File: config.mk
export PLATFORM = sky130hd
export DESIGN_NAME = fifo_burst_reader
export DESIGN_NICKNAME = d
export VERILOG_FILES = /design/src/rtl/fifo_burst_reader.sv
export SDC_FILE = /design/constraint.sdc
export NUM_CORES = 1
export LEC_CHECK = 0
export CAP_MARGIN = 20
export CELL_PAD_IN_SITES_DETAIL_PLACEMENT = 1
export CELL_PAD_IN_SITES_GLOBAL_PLACEMENT = 2
export CORE_MARGIN = 5
export CORE_UTILIZATION = 30
export CTS_BUF_LIST = sky130_fd_sc_hd__clkbuf_8
export DETAILED_ROUTE_END_ITERATION = 12
export PLACE_DENSITY_LB_ADDON = 0.1
export SYNTH_ARGS = -nofsm -noshare
export SYNTH_HDL_FRONTEND = slang
export SYNTH_SLANG_ARGS = --single-unit
File: constraint.sdc
create_clock -name clk_read -period 2.27 [get_ports clk_read]
set_clock_uncertainty 0.2 [all_clocks]
set_input_delay 0.454 -clock clk_read [delete_from_list [all_inputs] [get_ports clk_read]]
set_output_delay 0.454 -clock clk_read [all_outputs]
set_load 0.05 [all_outputs]
File: src/rtl/fifo_burst_reader.sv
// Read-domain drain engine: pops the FIFO in fixed-length bursts onto a valid/ready stream.
// Optional partial-burst flush on idle timeout when FIFO_BURST_READER_TIMEOUT_EN is defined.
module fifo_burst_reader #(
  parameter int DATA_WIDTH       = 8,
  parameter int FIFO_DEPTH_WIDTH = 11,
  parameter int BURST_LEN        = 16,
  parameter int TIMEOUT          = 255
) (
  input  logic                        clk_read,
  input  logic                        rst,
  input  logic                        fifo_empty,
  input  logic [FIFO_DEPTH_WIDTH-1:0] fifo_count,
  input  logic [DATA_WIDTH-1:0]       fifo_data,
  output logic                        fifo_read,
  output logic                        m_valid,
  input  logic                        m_ready,
  output logic [DATA_WIDTH-1:0]       m_data,
  output logic                        m_last,
  output logic                        busy,
  output logic [15:0]                 burst_count
);

  localparam int CW = FIFO_DEPTH_WIDTH + 1;
  localparam logic [CW-1:0] BURST_LEN_C = CW'(BURST_LEN);

  if (BURST_LEN < 1 || BURST_LEN > (1 << FIFO_DEPTH_WIDTH)) begin : g_bad_burst_len
    $error("fifo_burst_reader: BURST_LEN out of range");
  end
  if (TIMEOUT < 1 || TIMEOUT > 65535) begin : g_bad_timeout
    $error("fifo_burst_reader: TIMEOUT out of range");
  end

  typedef enum logic {IDLE, BURST} state_t;

  state_t                state, state_next;
  logic [CW-1:0]         beat, len, start_len, eff_count;
  logic [1:0]            occ;
  logic [DATA_WIDTH:0]   skid0, skid1;
  logic                  start, last_beat, pop_out;

  // A zero count with a non-empty FIFO means the count field wrapped at full.
  always_comb begin
    eff_count = {1'b0, fifo_count};
    if (fifo_count == '0 && !fifo_empty)
      eff_count = {1'b1, {FIFO_DEPTH_WIDTH{1'b0}}};
  end

  assign last_beat = (beat == len - CW'(1));
  assign fifo_read = !rst && (state == BURST) && !fifo_empty && (occ <= 2'd1);
  assign pop_out   = (occ != 2'd0) && m_ready;

`ifdef FIFO_BURST_READER_TIMEOUT_EN
  logic [15:0] idle_timer;
  logic        timed_out;

  assign timed_out = (idle_timer >= 16'(TIMEOUT)) && !fifo_empty && (eff_count != '0);

  always_ff @(posedge clk_read or posedge rst) begin
    if (rst)
      idle_timer <= '0;
    else if (fifo_empty || start)
      idle_timer <= '0;
    else if (state == IDLE && eff_count < BURST_LEN_C && idle_timer != 16'hFFFF)
      idle_timer <= idle_timer + 16'd1;
  end
`else
  logic timed_out;
  assign timed_out = 1'b0;
`endif

  always_comb begin
    state_next = state;
    start      = 1'b0;
    start_len  = BURST_LEN_C;
    case (state)
      IDLE: begin
        if (eff_count >= BURST_LEN_C) begin
          start = 1'b1;
        end else if (timed_out) begin
          start     = 1'b1;
          start_len = eff_count;
        end
        if (start)
          state_next = BURST;
      end
      BURST: begin
        if (fifo_read && last_beat)
          state_next = IDLE;
      end
      default: state_next = IDLE;
    endcase
  end

  always_ff @(posedge clk_read or posedge rst) begin
    if (rst) begin
      state <= IDLE;
      beat  <= '0;
      len   <= BURST_LEN_C;
    end else begin
      state <= state_next;
      if (start) begin
        beat <= '0;
        len  <= start_len;
      end else if (fifo_read) begin
        beat <= beat + CW'(1);
      end
    end
  end

  // Two-entry skid buffer; a new word queues behind the head on a simultaneous push/pop.
  always_ff @(posedge clk_read or posedge rst) begin
    if (rst) begin
      occ   <= '0;
      skid0 <= '0;
      skid1 <= '0;
    end else begin
      case ({fifo_read, pop_out})
        2'b10: begin
          if (occ == 2'd0) skid0 <= {last_beat, fifo_data};
          else             skid1 <= {last_beat, fifo_data};
          occ <= occ + 2'd1;
        end
        2'b01: begin
          skid0 <= skid1;
          occ   <= occ - 2'd1;
        end
        2'b11: skid0 <= {last_beat, fifo_data};
        default: ;
      endcase
    end
  end

  always_ff @(posedge clk_read or posedge rst) begin
    if (rst)
      burst_count <= '0;
    else if (pop_out && skid0[DATA_WIDTH])
      burst_count <= burst_count + 16'd1;
  end

  assign m_valid = (occ != 2'd0);
  assign m_data  = skid0[DATA_WIDTH-1:0];
  assign m_last  = m_valid && skid0[DATA_WIDTH];
  assign busy    = (state == BURST) || (occ != 2'd0);

endmodule

## Word-level counts from Yosys, hierarchy flattened

Cells that the tools add are included.

| cells by class | value |
|---|---|
| bitwise operators | 2 |
| equal/unequal tests | 5 |
| order comparisons | 2 |
| reduce and logical (&&, ||, !) cells | 19 |
| $add $sub $neg | 4 |
| mux-type cells | 12 |

Operators with widths:

| operator | count |
|---|---|
| $mux W12 | 3 |
| $pmux W9 S3 | 1 |
| $add A16 B1 Y16 const B | 1 |
| $add A12 B1 Y12 const B | 1 |
| $eq A12 B4 Y1 const B | 1 |
| $ge A12 B5 Y1 const B | 1 |
| $logic_not A11 Y1 | 1 |
| $mux W9 | 1 |
| $logic_and A1 B1 Y1 | 8 |
| $reduce_bool A2 Y1 | 3 |
| $mux W1 | 5 |
| $eq A2 B2 Y1 const B | 2 |
| $pmux W2 S2 | 1 |
| $reduce_and A2 Y1 | 2 |
| $reduce_bool A3 Y1 | 1 |
| $add A2 B1 Y2 const B | 1 |
| $eq A2 B1 Y1 const B | 1 |
| $le A2 B1 Y1 const B | 1 |
| $logic_not A1 Y1 | 2 |
| $logic_not A2 Y1 | 1 |
| $ne A2 B2 Y1 const B | 1 |
| $not A1 Y1 | 2 |
| $pmux W1 S2 | 1 |
| $sub A2 B1 Y2 const B | 1 |
| $logic_or A1 B1 Y1 | 1 |

| word-level totals | value |
|---|---|
| bits in registers | 49 |
| output and inout port bits | 28 |
| word-level logic and storage cells | 50 |
| input bits | 23 |

## Depth between registers and ports, before layout

Gate-level depths: netlist (run 1).

| logic depth | value |
|---|---|
| word-level depth | 8 |
| gate-level depth with buffers | 9 |
| gate-level depth less buffers | 9 |

## Least setup slack after synthesis (run 1)

No wires, ideal clock.

| path | value |
|---|---|
| path kind | register to register |
| from | register occ[0] |
| to | register skid1[0] |
| clock period less this slack | 2443 ps |
| library setup time | 125 ps |
| arrival | 2118 ps |
| setup slack | -173 ps |
| required time | 1945 ps |
| cell stages (with the launch flop) | 8 |
| path buffers | 0 |
| cells stage by stage | dfrtp_1 -> ha_1 -> nand2b_1 -> nand2_1 -> inv_1 -> ha_1 -> nand2_1 -> mux2_2 |

| on the way | value |
|---|---|
| cells in the longest elaborated chain, start to end | 4 |
| elaborated cells on any way between the ends | 8 |
| those cells by class | order compare (1); eq/ne (1); bitwise (1); reduce/logical (5) |

RTL lines:

| item | line | RTL |
|---|---|---|
| start, declared | 37 | `logic [1:0] occ;` |
| start signal, assigned | 121 | `occ <= occ + 2'd1;` |
| start signal, assigned | 125 | `occ <= occ - 2'd1;` |
| $le A2 B1 Y1 | 49 | `assign fifo_read = !rst && (state == BURST) && !fifo_empty && (occ <= 2'd1);` |
| $logic_and A1 B1 Y1 | 49 |  |
| named net fifo_read | 14 | `output logic fifo_read,` |
| $eq A2 B2 Y1 | 117 | `case ({fifo_read, pop_out})` |
| $reduce_and A2 Y1 (no line) | n/a |  |
| end signal, assigned | 120 | `else skid1 <= {last_beat, fifo_data};` |
| end, declared | 38 | `logic [DATA_WIDTH:0] skid0, skid1;` |

The timed path passes the listed nets, and every way through them passes these cells.
A chain may end at the register's enable or synchronous reset.

## Worst setup path in the final report (run 1)

| path | value |
|---|---|
| from | register burst_count[4] |
| to | output port burst_count[4] |

RTL lines:

| item | line | RTL |
|---|---|---|
| start, declared | 20 | `output logic [15:0] burst_count` |
| start signal, assigned | 137 | `burst_count <= burst_count + 16'd1;` |

No word-level cell between the ends.

==> results of run 1 <==
## per-stage QoR
stage / instances / util
5_1_grt: 392 / 0.4248
3_3_place_gp: 381 / 0.4093
4_1_cts: 391 / 0.4225
6_report: 392 / 0.4248
3_5_place_dp: 381 / 0.4093
2_1_floorplan: 221 / -
## cell usage after synthesis, drive strengths merged, types with 2 or more instances
| cell | instances | share of area |
|---|---|---|
| dfrtp | 49 | 0.51 |
| nand2 | 20 | 0.031 |
| o21ai | 17 | 0.035 |
| xnor2 | 17 | 0.062 |
| nand3 | 12 | 0.025 |
| nor2 | 12 | 0.019 |
| buf | 11 | 0.031 |
| mux2 | 10 | 0.047 |
| inv | 8 | 0.013 |
| mux2i | 8 | 0.033 |
| nand4 | 8 | 0.027 |
| a21oi | 6 | 0.014 |
| ha | 6 | 0.031 |
| xor2 | 6 | 0.022 |
| or3 | 4 | 0.010 |
| and3 | 3 | 0.0078 |
| and4 | 3 | 0.011 |
| nor2b | 3 | 0.0078 |
| nor3 | 3 | 0.0062 |
| and2 | 2 | 0.0052 |
| nand2b | 2 | 0.0052 |
| nor4b | 2 | 0.0099 |
| or4 | 2 | 0.0078 |
## tightest hold or removal path: stages, from the launching register on
cell	delay, ps
dfrtp_1	350
nand2_1	50
o21ai_0	60
## layer usage
metal  vias up  track usage  wire (µm)
li1        903            -          -
met1       878       0.1492       2594
met2        40       0.1854       2479
met3         5      0.02945        239
met4         0      0.02521         36
met5         -            0          0
## kinds of logic (layout without fill, tap and decap cells)
group                    count (synthesis)  count (layout)
multiplexers                            18              18
AO/OA/AOI/OAI                           26              26
XOR/XNOR                                23              23
flip-flops                              49              49
adder cells (fa/ha/maj)                  6               6
AND/OR/NAND/NOR                         80              80
buffers and inverters                   19              88
## sequential cells by signal, indices dropped and copies added, names as in the netlist
register	cells
beat	12
burst_count	16
occ	2
skid0	9
skid1	9
state	1
## path summary, 6_finish.rpt
kind,startpoint,end,depth (start not counted)
worst max-delay path,burst_count[4]$_DFFE_PP0P_,burst_count[4],1
worst min-delay path,skid0[3]$_DFFE_PP0P_,skid0[3]$_DFFE_PP0P_,2
worst max register to register,occ[0]$_DFFE_PP0P_,skid1[3]$_DFFE_PP0P_,8
worst min register to register,skid0[3]$_DFFE_PP0P_,skid0[3]$_DFFE_PP0P_,2
max in group asynchronous,rst,skid1[7]$_DFFE_PP0P_,4
min in group asynchronous,rst,burst_count[8]$_DFFE_PP0P_,3
## repair_timing
item / CTS / global route
endpoints found under the setup margin: 1 / 5
pin swaps: 1 / 0
resized for setup: 0 / 4
buffers inserted: 2 / 1
## where the power goes
part / switching (µW) / internal (µW)
logic: 763 / 584
clock network: 292 / 213
registers: 137 / 1080
## cell type report
type | instances | area share
clock buffer | 5 | 0.02086
tap | 102 | 0.03868
timing repair buffer | 72 | 0.2192
sequential | 49 | 0.3716
inverter | 8 | 0.01024
multi-input combinational | 153 | 0.3337
clock inverter | 3 | 0.005688
==> run metrics, run 1 <==
run status finished clean; antenna viol nets, final 0; wire length per cell after detailed routing 13.65 µm; delay of the slowest critical-path stage 830 ps; quantity of I/O buffers inserted on ports 50; final routed wirelength across all metal layers roughly 5400 µm; worst-margin pin slew about 530 ps; number of buffers inserted by hold repair at cts 0; TritonCTS Sinks 49; EDFF count, synth 0; gr usage total 0.1127; slowest cell on the critical path clkdlybuf4s50_1; slack of the worst reg-to-reg path 90 ps; number of inserted filler cells in the final layout ~880; vias after detailed routing around 1800; max-cap viol count 0; Worst slew margin 0.6489; fraction of registers with async set/reset 1.000; total overflow reported by the global router 0; Synth-to-Final Area Change 37.34%; Setup TNS Final 0 ps; class of the most critical setup path reg -> out; drt first-iter violations 42; fraction of the mapped netlist area in simple logic gates 0.1911; core box area 7767 µm²; number of antenna violations at the first check in global routing 0; average cell area after synthesis 10.87 µm²; critical path data arrival time approximately 1600 ps; placed instance area about 3200 µm²; root buffer selected by CTS clkbuf_8; adder-cell area share of the yosys netlist 0.03125; setup repair after global routing missed its margin false; total half-perimeter wirelength after legalization and detailed placement between 4000 and 5000 µm; x dimension of the die a little under 100 µm; class of the worst hold path reg -> reg; fraction of final layout cells sized beyond drive strength 1 0.1966; DRC violations left 0; total of warnings raised by yosys 0; number of pins exceeding their max-slew limit in the final report 0; largest fanout on the critical path 4; Max Buffers Root-to-Sink 2; most common cell after layout, fill and taps aside dfrtp_1; Final Hold Violating Endpoints 0; mux contribution to synthesized area 0.08021; synthesized flop and latch total just under 50; first-pass GRT wire length slightly above 9000 µm; part of the Yosys area used for sequential elements 0.5104; initial standard-cell utilization of the core 0.3093; required time of the worst setup path approximately 1600 ps; H-tree depth reported by CTS 2; final weighted congestion in routability-driven placement between 0.7 and 0.8; Die Span Y just under 100 µm; length of the first detailed-routing pass in iterations 4; top_reg_cell synth dfrtp_1; XOR/XNOR Fraction of Synth Area 0.08385; final worst setup slack around 42 ps; power per standard cell area a little over 900 nW/µm²; dominant delay contributor by cell family on the critical path buffers and inverters; number of global-route vias before repair 1926; Buf/Inv on CP 1; total power approximately 3100 µW; Final Cycle Share 0.9815; Post-Place Setup Slack -163.1 ps; final number of setup-violating endpoints 0; combinational family with the most area after synthesis simple AND/OR/NAND/NOR gates; post-synthesis compound-gate area fraction 0.05938; Max rail drop VDD ~320 µV; die outline area 9897 µm²; Max Freq around 450 MHz; crit path capture type primary output; post-route cell area between 3000 and 4000 µm²; startpoint kind of the worst setup timing path flip-flop; gate count after technology mapping roughly 220; synthesized netlist net count 250; clock tree from TritonCTS yes; Sequential Area 1226 µm²; Ant. Diodes 0; CTS clock-pin slew for the worst setup and hold paths around 90 ps; count of standard-cell rows 32; top library cells by usage in the layout, fill and taps aside dfrtp_1, clkdlybuf4s50_1, buf_4; clock latency at the later pin of the worst-skew pair roughly 300 ps; minimum period implied by the final worst setup slack about 2200 ps; post-route worst hold slack roughly 290 ps; largest net degree at the start of global routing 39; Layout Nets 318; Leak Pwr 0.001480 µW; Multi-input gate area roughly 1100 µm²; cell chain of the critical path clkdlybuf4s50_1; Yosys cell types 35; number of ports placed on the die boundary 51; ratio of routed vias to standard cells 4.658; clock buffer count from CTS 5; post-synth design cell area 2402 µm²
Note: power is estimated with default switching activity, not from simulation.
==> run 2: changes to the inputs <==
Settings changed: CORE_UTILIZATION 30 to 37, DONT_BUFFER_PORTS set to 1.
==> run 2 against run 1 <==
Combinational power down 33%. Clock-buffer cell count up 1. Critical path depth up 4. Non-clock buffer count down 43. Via count down 6.8%. Fmax up 2.2%. Worst setup slack better by 49 ps. Total power down 5.6%. Flip-flop and latch count unchanged. Largest power group is now registers. Highest routed layer unchanged.
==> run metrics, run 2 (synthesis results as in run 1) <==
run status finished clean; top library cells by usage in the layout, fill and taps aside dfrtp_1, buf_4, nand2_1; clock latency at the later pin of the worst-skew pair 290 ps (about the same); vias after detailed routing 1702 (-6.8%); Max Freq 458.9 MHz (+2.2%); class of the most critical setup path reg -> out; Worst slew margin 0.6423 (-0.006542); total half-perimeter wirelength after legalization and detailed placement 4346 µm (+6.1%); CTS clock-pin slew for the worst setup and hold paths 90 ps (about the same); clock buffer count from CTS 5 (unchanged); startpoint kind of the worst setup timing path flip-flop; wire length per cell after detailed routing 17.21 µm (+26%); Max Buffers Root-to-Sink 2 (unchanged); final worst setup slack 90.78 ps (+48.75 ps); x dimension of the die 90.58 µm (-9.0%); quantity of I/O buffers inserted on ports 0 (-100%); class of the worst hold path in -> reg; placed instance area 2665 µm² (-16%); number of flip-flops in the largest register 16 (unchanged); minimum period implied by the final worst setup slack 2179 ps (-48.75 ps); die outline area 8204 µm² (-17%); antenna viol nets, final 0 (unchanged); ratio of routed vias to standard cells 5.253 (+13%); number of ports placed on the die boundary 51 (unchanged); Leak Pwr 0.001248 µW (-16%); power per standard cell area 1039 nW/µm² (+12%); required time of the worst setup path 1620 ps (about the same); H-tree depth reported by CTS 2 (unchanged); Regs by FF count burst_count x16, beat x12; most common cell after layout, fill and taps aside dfrtp_1; number of global-route vias before repair 1926 (unchanged); max-cap viol count 0 (unchanged); number of pins exceeding their max-slew limit in the final report 0 (unchanged); first-pass GRT wire length 9411 µm (+3.6%); worst-margin pin slew 536.5 ps (+11.46 ps); Post-Place Setup Slack 179.3 ps (+342.4 ps); drt first-iter violations 34 (-19%); DRC violations left 0 (unchanged); Final Hold Violating Endpoints 0 (unchanged); largest fanout on the critical path 5 (+1); count of standard-cell rows 29 (-9.4%); cell chain of the critical path ha_1 -> nand2b_2 -> nand2_4 -> clkinvlp_4 -> buf_6; setup repair after global routing missed its margin false; final standard cell utilization of the core 0.4394 (+0.01464); final routed wirelength across all metal layers 5576 µm (+4.2%); core box area 6350 µm² (-18%); initial standard-cell utilization of the core 0.3783 (+0.06905); final number of setup-violating endpoints 0 (unchanged); delay of the slowest critical-path stage 430 ps (-400 ps); critical path data arrival time 1530 ps (-40 ps); largest net degree at the start of global routing 21 (-46%); clock tree from TritonCTS yes; Ant. Diodes 0 (unchanged); slowest cell on the critical path dfrtp_1; root buffer selected by CTS clkbuf_8; Setup TNS Final 0 ps (unchanged); gr usage total 0.1388 (+0.02608); Final Cycle Share 0.9600 (-0.02148); final weighted congestion in routability-driven placement 0.7699 (+7.8%); Max rail drop VDD 566.7 µV (+75%); Layout Nets 275 (-14%); fraction of final layout cells sized beyond drive strength 1 0.2348 (+0.03827); Synth-to-Final Area Change 16.15%; Die Span Y 90.58 µm (-9.0%); crit path capture type primary output; length of the first detailed-routing pass in iterations 4 (unchanged); post-route cell area 2790 µm² (-15%); number of antenna violations at the first check in global routing 0 (unchanged); Largest Register burst_count; total overflow reported by the global router 0 (unchanged); TritonCTS Sinks 49 (unchanged)
-- run 2: changes by cell type in the layout (fill, tap and decap cells not counted), sizes merged --
cell | before | now
clkdlybuf4s50 | 40 | 0
dlymetal6s2s | 4 | 0
clkinv | 0 | 2
clkinvlp | 3 | 1
clkbuf | 5 | 6
dlygate4sd3 | 0 | 1
inv | 8 | 7
-- run 2: area by class of cell --
class | count | area [µm²]
multi-input combinational | 153 | 1101
inverter | 8 | 33.78
fill | 691 | 3560
clock buffer | 6 | 82.58
sequential | 49 | 1226
tap | 77 | 96.34
timing repair buffer | 29 | 236.5
clock inverter | 2 | 13.76
-- run 2: routing by layer --
layer	GRT usage	up-vias	wire length [µm]
li1	-	808	-
met4	0.02978	0	29
met2	0.2567	30	2990
met1	0.1590	862	2298
met5	0	-	0
met3	0.03583	2	259
-- run 2: path summary, 6_finish.rpt --
check                      slack [ps]                 start  cells after the start                     endpoint
setup / recovery                   90    occ[0]$_DFFE_PP0P_                      5                    fifo_read
hold reg to reg                   310  skid1[8]$_DFFE_PP0P_                      2         skid1[8]$_DFFE_PP0P_
hold / removal                    100          fifo_data[6]                      1         skid1[6]$_DFFE_PP0P_
min in group asynchronous         420                   rst                      2         skid1[6]$_DFFE_PP0P_
max in group asynchronous         850                   rst                      3  burst_count[12]$_DFFE_PP0P_
setup reg to reg                  110    occ[0]$_DFFE_PP0P_                      8         skid1[7]$_DFFE_PP0P_
-- run 2: through the flow --
step,cells,hold WS (ps),power (µW)
3_3_place_gp,313,151.6,2305
3_5_place_dp,313,172.1,2368
5_1_grt,324,83.42,3088
2_1_floorplan,221,249.7,2172
4_1_cts,323,91.18,2931
6_report,324,97.83,2898
-- run 2: timing repair --
action,CTS,global route
gates resized for setup,0,1
setup buffers,1,1
setup endpoints to repair,1,1
endpoints found under the hold margin,18,0
hold buffers,1,0
-- run 2: critical path: cells and delay by family (launching register included) --
family                   cells  cell delay [ps]
flip-flops                   1              430
AND/OR/NAND/NOR              2              330
buffers and inverters        2              250
adder cells (fa/ha/maj)      1              230
-- run 2: where the power goes --
group	leakage (µW)	internal [µW]	switching (µW)	total, µW
sequential	0.000640	1080	385	1460
combinational	0.000556	394	504	898
clock	0.0000512	247	290	537
==> run 3: changes to the inputs <==
Settings changed: HOLD_SLACK_MARGIN set to 0.12.
==> run 3 against run 2 <==
Critical path depth stayed put. Non-clock buffer count grew 8. First-iteration DRC count is 2.9% higher. Final area rose by 2.9%. Critical path type unchanged. Critical endpoint unchanged.
==> run metrics, run 3 (synthesis results as in run 1) <==
total overflow reported by the global router 0 (unchanged); Largest Register burst_count; Ant. Diodes 0 (unchanged); Die Span Y 90.58 µm (unchanged); Max Freq 458.5 MHz (about the same); Hold Crit Endpoint skid0[7]$_DFFE_PP0P_; Max rail drop VDD 569.4 µV (+0.48%); count of standard-cell rows 29 (unchanged); Worst slew margin 0.6423 (about the same); R2R Path Start occ[0]$_DFFE_PP0P_; Setup TNS Final 0 ps (unchanged); top library cells by usage in the layout, fill and taps aside dfrtp_1, buf_4, nand2_1; cells on worst reg2reg path 8 (unchanged); H-tree depth reported by CTS 2 (unchanged); ratio of routed vias to standard cells 5.250 (about the same); largest net degree at the start of global routing 21 (unchanged); crit path capture type primary output; number of global-route vias before repair 1956 (+1.6%); x dimension of the die 90.58 µm (unchanged); first-pass GRT wire length 9597 µm (+2.0%); final routed wirelength across all metal layers 5693 µm (+2.1%); vias after detailed routing 1743 (+2.4%); final weighted congestion in routability-driven placement 0.7699 (unchanged); drt first-iter violations 35 (+2.9%); DRC violations left 0 (unchanged); worst-margin pin slew 536.5 ps (-0.002086 ps); class of the worst hold path in -> reg; non-filler cells, final 332 (+2.5%); core box area 6350 µm² (unchanged); Regs by FF count burst_count x16, beat x12; number of ports placed on the die boundary 51 (unchanged); Leak Pwr 0.001281 µW (+2.7%); minimum period implied by the final worst setup slack 2181 ps (+2.022 ps); startpoint kind of the worst setup timing path flip-flop; launch point of the critical path occ[0]$_DFFE_PP0P_; fraction of final layout cells sized beyond drive strength 1 0.2275 (-0.007367); clock buffer count from CTS 5 (unchanged); most common cell after layout, fill and taps aside dfrtp_1; Final Hold Violating Endpoints 0 (unchanged); total half-perimeter wirelength after legalization and detailed placement 4346 µm (unchanged); Max Buffers Root-to-Sink 2 (unchanged); wire length per cell after detailed routing 17.15 µm (-0.36%); largest fanout on the critical path 5 (unchanged); number of antenna violations at the first check in global routing 0 (unchanged); clock tree from TritonCTS yes; cell count after placement 313 (unchanged); die outline area 8204 µm² (unchanged); antenna viol nets, final 0 (unchanged); gr usage total 0.1413 (+0.002448); number of cells on the worst hold path 2 (+1); initial standard-cell utilization of the core 0.3783 (unchanged); Final Cycle Share 0.9609 (about the same); number of pins exceeding their max-slew limit in the final report 0 (unchanged); CTS clock-pin slew for the worst setup and hold paths 90 ps (about the same); Synth-to-Final Area Change 19.48%; power per standard cell area 1015 nW/µm² (-2.3%); number of flip-flops in the largest register 16 (unchanged); critical path data arrival time 1530 ps (about the same); quantity of I/O buffers inserted on ports 0 (unchanged); Layout Nets 283 (+2.9%); number of inserted filler cells in the final layout 692 (+0.14%); start point of the worst hold path fifo_data[7]; root buffer selected by CTS clkbuf_8; setup repair after global routing missed its margin false; final number of setup-violating endpoints 0 (unchanged); endpoint of the lowest-slack register-to-register path skid1[2]$_DFFE_PP0P_; clock latency at the later pin of the worst-skew pair 290 ps (about the same); class of the most critical setup path reg -> out; TritonCTS Sinks 49 (unchanged); length of the first detailed-routing pass in iterations 4 (unchanged); run status finished clean; required time of the worst setup path 1620 ps (about the same); slack of the worst reg-to-reg path 110 ps (about the same); max-cap viol count 0 (unchanged)
-- run 3: cell count changes in the layout (fill, tap and decap cells not counted) --
cell	previous run	this run
dlygate4sd3_1	1	9
-- run 3: per-stage QoR --
step,util,instance area [µm²],worst slack [ps],hold WS [ps],total power [µW]
6_report,0.4520,2870,88.76,160.5,2914
3_3_place_gp,0.4197,2665,251.0,151.6,2305
5_1_grt,0.4520,2870,9.881,156.0,3101
4_1_cts,0.4502,2859,8.486,156.1,2943
2_1_floorplan,-,2436,1.171,249.7,2172
3_5_place_dp,0.4197,2665,179.3,172.1,2368
-- run 3: layout make-up --
cell class,instances,area (µm²),share of cell area
multi-input combinational,153,1101,0.3836
clock buffer,6,82.58,0.02877
timing repair buffer,37,316.6,0.1103
clock inverter,2,13.76,0.004795
tap,77,96.34,0.03357
inverter,8,33.78,0.01177
sequential,49,1226,0.4272
-- run 3: worst max path at each step --
| stage | endpoint | cells past startpoint |
|---|---|---|
| 2_1_floorplan | skid1[0]$_DFFE_PP0P_ | 8 |
| 3_3_place_gp | skid1[0]$_DFFE_PP0P_ | 8 |
| 3_5_place_dp | skid1[2]$_DFFE_PP0P_ | 8 |
| 4_1_cts | fifo_read | 5 |
| 5_1_grt | fifo_read | 5 |
| 6_report | fifo_read | 5 |
-- run 3: per-layer routing --
metal	wire, µm	share of wire	global-route usage
met1	2389	0.42	0.1626
met5	0	0	0
met4	45	0.0079	0.02978
met3	231	0.041	0.03583
met2	3026	0.53	0.2609
-- run 3: critical path, cell delays in order (launching register included) --
cell	delay (ps)
dfrtp_1	430
ha_1	230
nand2b_2	210
nand2_4	120
clkinvlp_4	100
buf_6	150
-- run 3: timing repair --
action	CTS	global route
hold buffers	9	0
buffers inserted	1	1
setup endpoints to repair	1	1
hold endpoints to repair	26	0
resized for setup	0	1
-- run 3: where the power goes --
group	leakage, µW	total [µW]	switching [µW]	internal (µW)
sequential	0.000640	1460	386	1080
clock	0.0000512	537	290	247
combinational	0.000590	913	510	403
total	0.00128	2910	1190	1730
